**src/rtl/bit_reverse_buffer_pkg.sv**
```systemverilog
// Shared types and helpers for the ping-pong bit-reverse reorder buffer.
// Frame length is a module parameter; the values here are defaults and hard limits.
package bit_reverse_pkg;

  localparam int MAX_LOG_N     = 10;
  localparam int DEFAULT_LOG_N = 3;
  localparam int N             = 1 << DEFAULT_LOG_N;

  typedef enum logic [1:0] {
    BANK_EMPTY,
    BANK_FILLING,
    BANK_FULL,
    BANK_DRAINING
  } bank_state_e;

  // Reverses the low log_n bits of value; bits above log_n come back as zero.
  function automatic logic [MAX_LOG_N-1:0] bitrev(input logic [MAX_LOG_N-1:0] value,
                                                  input int log_n);
    logic [MAX_LOG_N-1:0] v;
    logic [MAX_LOG_N-1:0] r;
    v = value;
    r = '0;
    for (int i = 0; i < MAX_LOG_N; i++) begin
      if (i < log_n) begin
        r = {r[MAX_LOG_N-2:0], v[0]};
        v = v >> 1;
      end
    end
    return r;
  endfunction

endpackage

```
**src/rtl/brb_bank.sv**
```systemverilog
// One frame of coefficient storage: synchronous write port, combinational read port.
module brb_bank #(
  parameter int W     = 17,
  parameter int LOG_N = 3
) (
  input  logic             clk,
  input  logic             we_i,
  input  logic [LOG_N-1:0] waddr_i,
  input  logic [W-1:0]     wdata_i,
  input  logic [LOG_N-1:0] raddr_i,
  output logic [W-1:0]     rdata_o
);

  localparam int NF = 1 << LOG_N;

  logic [W-1:0] mem_q [NF];

  // NOTE: storage is deliberately not reset; the bank state machine in the
  // top decides which entries are valid, so stale contents are never observed.
  // State updates use <= so every flop samples pre-edge values.
  always_ff @(posedge clk) begin
    if (we_i) begin
      mem_q[waddr_i] <= wdata_i;
    end
  end

  assign rdata_o = mem_q[raddr_i];

endmodule

```
**src/rtl/bit_reverse_buffer.sv**
```systemverilog
// Streaming ping-pong reorder buffer: frames arrive in natural order and
// leave in bit-reversed (mode=0) or natural (mode=1) order.
module bit_reverse_buffer
  import bit_reverse_pkg::*;
#(
  parameter int W     = 17,
  parameter int LOG_N = DEFAULT_LOG_N
) (
  input  logic         clk,
  input  logic         rst_n,
  input  logic         mode,
  input  logic         in_valid,
  output logic         in_ready,
  input  logic [W-1:0] in_data,
  input  logic         in_last,
  output logic         out_valid,
  input  logic         out_ready,
  output logic [W-1:0] out_data,
  output logic         out_last,
  output logic         frame_err
);

  localparam int               NF       = 1 << LOG_N;
  localparam logic [LOG_N-1:0] LAST_IDX = LOG_N'(NF - 1);

  bank_state_e      bank_st_q [2];
  bank_state_e      bank_st_d [2];
  logic [1:0]       bank_mode_q, bank_mode_d;
  logic             wbank_q, wbank_d;
  logic             rbank_q, rbank_d;
  logic [LOG_N-1:0] wcnt_q, wcnt_d;
  logic [LOG_N-1:0] rcnt_q, rcnt_d;
  logic             ready_en_q;
  logic             out_valid_q, out_valid_d;
  logic [W-1:0]     out_data_q, out_data_d;
  logic             out_last_q, out_last_d;
  logic             frame_err_q, frame_err_d;

  logic             in_fire;
  logic             out_free;
  logic             rd_en;
  logic [LOG_N-1:0] raddr_rev;
  logic [LOG_N-1:0] raddr;
  logic [1:0]       bank_we;
  logic [W-1:0]     rdata [2];

  // ready_en_q keeps in_ready low while reset is asserted and releases it one edge later.
  assign in_ready = ready_en_q &&
                    (bank_st_q[wbank_q] == BANK_EMPTY || bank_st_q[wbank_q] == BANK_FILLING);
  assign in_fire  = in_valid && in_ready;
  assign out_free = !out_valid_q || out_ready;
  assign rd_en    = out_free &&
                    (bank_st_q[rbank_q] == BANK_FULL || bank_st_q[rbank_q] == BANK_DRAINING);

  assign raddr_rev = LOG_N'(bitrev(MAX_LOG_N'(rcnt_q), LOG_N));
  assign raddr     = bank_mode_q[rbank_q] ? rcnt_q : raddr_rev;

  assign bank_we[0] = in_fire && !wbank_q;
  assign bank_we[1] = in_fire &&  wbank_q;

  brb_bank #(.W(W), .LOG_N(LOG_N)) u_bank0 (
    .clk     (clk),
    .we_i    (bank_we[0]),
    .waddr_i (wcnt_q),
    .wdata_i (in_data),
    .raddr_i (raddr),
    .rdata_o (rdata[0])
  );

  brb_bank #(.W(W), .LOG_N(LOG_N)) u_bank1 (
    .clk     (clk),
    .we_i    (bank_we[1]),
    .waddr_i (wcnt_q),
    .wdata_i (in_data),
    .raddr_i (raddr),
    .rdata_o (rdata[1])
  );

  // NOTE: every variable gets its hold value first so no path leaves one
  // unassigned (no latches); combinational logic uses blocking assignments.
  // The write side only touches a bank that is EMPTY/FILLING and the read side
  // only one that is FULL/DRAINING, so both may update bank_st_d in one cycle.
  always_comb begin
    bank_st_d   = bank_st_q;
    bank_mode_d = bank_mode_q;
    wbank_d     = wbank_q;
    rbank_d     = rbank_q;
    wcnt_d      = wcnt_q;
    rcnt_d      = rcnt_q;
    out_valid_d = out_valid_q;
    out_data_d  = out_data_q;
    out_last_d  = out_last_q;
    frame_err_d = in_fire && (in_last != (wcnt_q == LAST_IDX));

    if (in_fire) begin
      wcnt_d             = wcnt_q + LOG_N'(1);
      bank_st_d[wbank_q] = BANK_FILLING;
      if (wcnt_q == '0) begin
        bank_mode_d[wbank_q] = mode;
      end
      if (wcnt_q == LAST_IDX) begin
        bank_st_d[wbank_q] = BANK_FULL;
        wbank_d            = !wbank_q;
      end
    end

    if (out_valid_q && out_ready) begin
      out_valid_d = 1'b0;
    end

    if (rd_en) begin
      out_valid_d        = 1'b1;
      out_data_d         = rdata[rbank_q];
      out_last_d         = (rcnt_q == LAST_IDX);
      rcnt_d             = rcnt_q + LOG_N'(1);
      bank_st_d[rbank_q] = BANK_DRAINING;
      if (rcnt_q == LAST_IDX) begin
        bank_st_d[rbank_q] = BANK_EMPTY;
        rbank_d            = !rbank_q;
      end
    end
  end

  always_ff @(posedge clk or negedge rst_n) begin
    if (!rst_n) begin
      bank_st_q[0] <= BANK_EMPTY;
      bank_st_q[1] <= BANK_EMPTY;
      bank_mode_q  <= '0;
      wbank_q      <= 1'b0;
      rbank_q      <= 1'b0;
      wcnt_q       <= '0;
      rcnt_q       <= '0;
      ready_en_q   <= 1'b0;
      out_valid_q  <= 1'b0;
      out_data_q   <= '0;
      out_last_q   <= 1'b0;
      frame_err_q  <= 1'b0;
    end else begin
      bank_st_q    <= bank_st_d;
      bank_mode_q  <= bank_mode_d;
      wbank_q      <= wbank_d;
      rbank_q      <= rbank_d;
      wcnt_q       <= wcnt_d;
      rcnt_q       <= rcnt_d;
      ready_en_q   <= 1'b1;
      out_valid_q  <= out_valid_d;
      out_data_q   <= out_data_d;
      out_last_q   <= out_last_d;
      frame_err_q  <= frame_err_d;
    end
  end

  assign out_valid = out_valid_q;
  assign out_data  = out_data_q;
  assign out_last  = out_last_q;
  assign frame_err = frame_err_q;

endmodule

```
**config.mk**
```make
export PLATFORM = sky130hd
export DESIGN_NAME = bit_reverse_buffer
export DESIGN_NICKNAME = d
export VERILOG_FILES = /design/src/rtl/bit_reverse_buffer_pkg.sv /design/src/rtl/brb_bank.sv /design/src/rtl/bit_reverse_buffer.sv
export SDC_FILE = /design/constraint.sdc
export NUM_CORES = 1
export LEC_CHECK = 0
export CORE_MARGIN = 4
export CORE_UTILIZATION = 39
export CTS_BUF_LIST = sky130_fd_sc_hd__clkbuf_2
export DETAILED_ROUTE_END_ITERATION = 10
export SYNTH_ARGS = -nofsm -noshare
export SYNTH_HDL_FRONTEND = slang
export SYNTH_SLANG_ARGS = --single-unit
```
**constraint.sdc**
```tcl
create_clock -name clk -period 3.95 [get_ports clk]
set_input_delay 0.395 -clock clk [delete_from_list [all_inputs] [get_ports clk]]
set_output_delay 0.395 -clock clk [all_outputs]
set_load 0.01 [all_outputs]
```
==> metrics.csv <==
metric;value;unit
fp-row-count;65;
drt_iter0_drc;547;
yosysSeqAreaShare;70.5;%
wl_per_cell;21.6;µm
htreeDepth;3;
reg2reg_slack;0.98;ns
io_buffers;43;
antenna_found_initial;1;
cellLeakagePower;4.92;nW
synthesis.instances;821;
cts_root_buffer;clkbuf_2;
drive_gt1_share;23.1;%
cp_slowest_cell;dfrtp_4;
coreArea;0.0319;mm²
final-hold-violation-count;0;
area_growth;13.9;%
clk_pin_slew_worst_paths;0.10;ns
post-route-period-util;75.2;%
drtPass1Iterations;5;
hpwl;17.9;mm
cp.required;4.66;ns
drc;0;
synthFlopType;edfxtp_1;
grt_first_pass_wirelength;46.4;mm
vias_per_cell;5.43;
yosysUniqueCellTypes;49;
worst_slew_margin_rel;40.0;%
hold_path.class;primary input to async pin;
die_y;189;µm
grt_remaining_overflow;0;
finish.instance_area;0.0145;mm²
max_freq;337;MHz
wirelength;30.6;mm
tritoncts;done;
fin_crit;2.97;ns
r2r_cells;5;
insertion_delay;0.87;ns
critPathMaxStageDelay;0.77;ns
worstPathArrival;3.68;ns
ant_nets;0;
yosysWarnings;0;
grt_pass1_vias;7709;
placed_area;0.0138;mm²
ios;44;
power_density;656;mW/mm²
cts_sinks;305;
postLayoutCoreUtil;45.5;%
cp-end-kind;register;
outcome;finished, final reports clean;
crit_cells;5;
ir_drop;0.000321;V
worst_pin_slew;0.900;ns
crit_chain;mux2i_4 > buf_12 > mux4_2 > a22oi_1 > nand4_1;
cp_max_fo;57;
rsz0062_at_grt;no;
synth_edf_count;272;
ctsResizeCount;0;
syn_nets;850;
die_area;0.0357;mm²
ys_seq_elements;305;
crit_family;multiplexers;
numCtsBuffers;76;
setup_tns;0;ns
cts_buffer_depth;3;
cap_viol_max_count;0;
netlist_area;0.0128;mm²
critPathBufInv;1;
slew_viol_final;0;
critPathKind;register to register;
cp-start-kind;register;
nNetsFinal;948;
fillers;2905;
num_vias;7691;
grt_max_degree;58;
synth_area_per_cell;15.5;µm²
p_total;9.53;mW
final-setup-viol-count;0;
die_w;189;µm
gp_congestion;0.751;
start_util;40.0;%
async_flop_share;10.8;%
skew;0.0932;ns
grt_usage;17.1;%
==> path summary, 6_finish.rpt <==
path | startpoint | end
setup / recovery | rcnt_q[0]$_DFFE_PN0P_ | out_data[1]$_DFFE_PN0P_
hold / removal | rst_n | out_data[6]$_DFFE_PN0P_
setup reg to reg | rcnt_q[0]$_DFFE_PN0P_ | out_data[1]$_DFFE_PN0P_
hold reg to reg | out_data[11]$_DFFE_PN0P_ | out_data[11]$_DFFE_PN0P_
max in group asynchronous | rst_n | rcnt_q[1]$_DFFE_PN0P_
min in group clk | in_last | frame_err$_DFF_PN0_
==> where the power goes <==
| part | switching, mW | internal, mW |
|---|---|---|
| clock | 1.24 | 0.874 |
| sequential | 0.411 | 3.79 |
| combinational | 1.79 | 1.43 |
==> per-stage QoR <==
| stage | worst slack (ns) | hold WS (ns) | cells |
|---|---|---|---|
| after detailed placement | 0.974 | 0.490 | 1275 |
| after global routing | 0.850 | 0.182 | 1416 |
| after floorplan | 0.934 | 0.0994 | 821 |
| after global placement | 1.01 | 0.490 | 1275 |
| after CTS | 1.00 | 0.165 | 1415 |
| final | 0.981 | 0.223 | 1417 |
==> layout by cell type, fill, tap and decap left out, types with 15 or more instances in the layout <==
cell type / instances
nand2_1: 81
nand3_1: 24
nor2_1: 15
o21ai_0: 48
or3_1: 17
edfxtp_1: 272
dfrtp_1: 30
buf_4: 32
mux2i_1: 37
clkbuf_2: 121
clkdlybuf4s50_1: 42
nand4_1: 15
nor3_1: 16
mux4_2: 35
o2111a_1: 16
a21oi_1: 34
==> cells in the mapped netlist, drive strengths merged (15+ instances only) <==
| cell | instances | area, µm² |
|---|---|---|
| nand2 | 81 | 304 |
| buf | 24 | 133 |
| mux4 | 35 | 788 |
| o21ai | 48 | 240 |
| nand3 | 24 | 120 |
| nand4 | 15 | 93.8 |
| o2111a | 16 | 180 |
| a21oi | 34 | 170 |
| nor2 | 23 | 86.3 |
| edfxtp | 272 | 8170 |
| clkbuf | 34 | 128 |
| mux2i | 39 | 415 |
| dfrtp | 33 | 826 |
| nor3 | 20 | 100 |
| or3 | 17 | 106 |
==> cell families after synthesis <==
family	Yosys count	share of synthesized area (%)
other cells	1	0.0294
simple gates	208	7.96
fa+ha+maj	6	0.589
xor+xnor	4	0.275
compound gates	148	7.85
mux	87	10.6
buf+inv	62	2.16
flops	305	70.5
==> what timing repair did <==
item / in CTS / in global routing
buffers inserted: 0 / 0
hold endpoints to repair: 33 / 0
hold buffers: 1 / 0
==> final cells by class <==
cell class,instances,area (µm²),share of cell area [%]
inverters,4,15.0,0.103
clock inverters,18,108,0.741
repair buffers,78,716,4.93
flip-flops and latches,305,9000,62.0
well taps,435,544,3.75
diodes,2,5.00,0.0345
clock buffers,121,606,4.17
multi-input cells,454,3520,24.3
==> sequential cells by signal (all words and copies together), names as in the netlist <==
| name | flops |
|---|---|
| out_valid | 1 |
| wbank_q | 1 |
| rbank_q | 1 |
| bank_st_q | 2 |
| ready_en_q | 1 |
| u_bank1.mem_q | 136 |
| frame_err | 1 |
| bank_mode_q | 2 |
| rcnt_q | 3 |
| wcnt_q | 3 |
| u_bank0.mem_q | 136 |
| out_last | 1 |
| out_data | 17 |
==> routing by layer <==
layer / global-route usage, % / part of all wire, % / vias up
met2: 27.9 / 49 / 271
li1: - / - / 3505
met1: 23.1 / 44 / 3869
met4: 5.55 / 2.0 / 0
met3: 3.72 / 5.9 / 46
met5: 0 / 0 / -
Note: power is estimated with default switching activity, not from simulation.
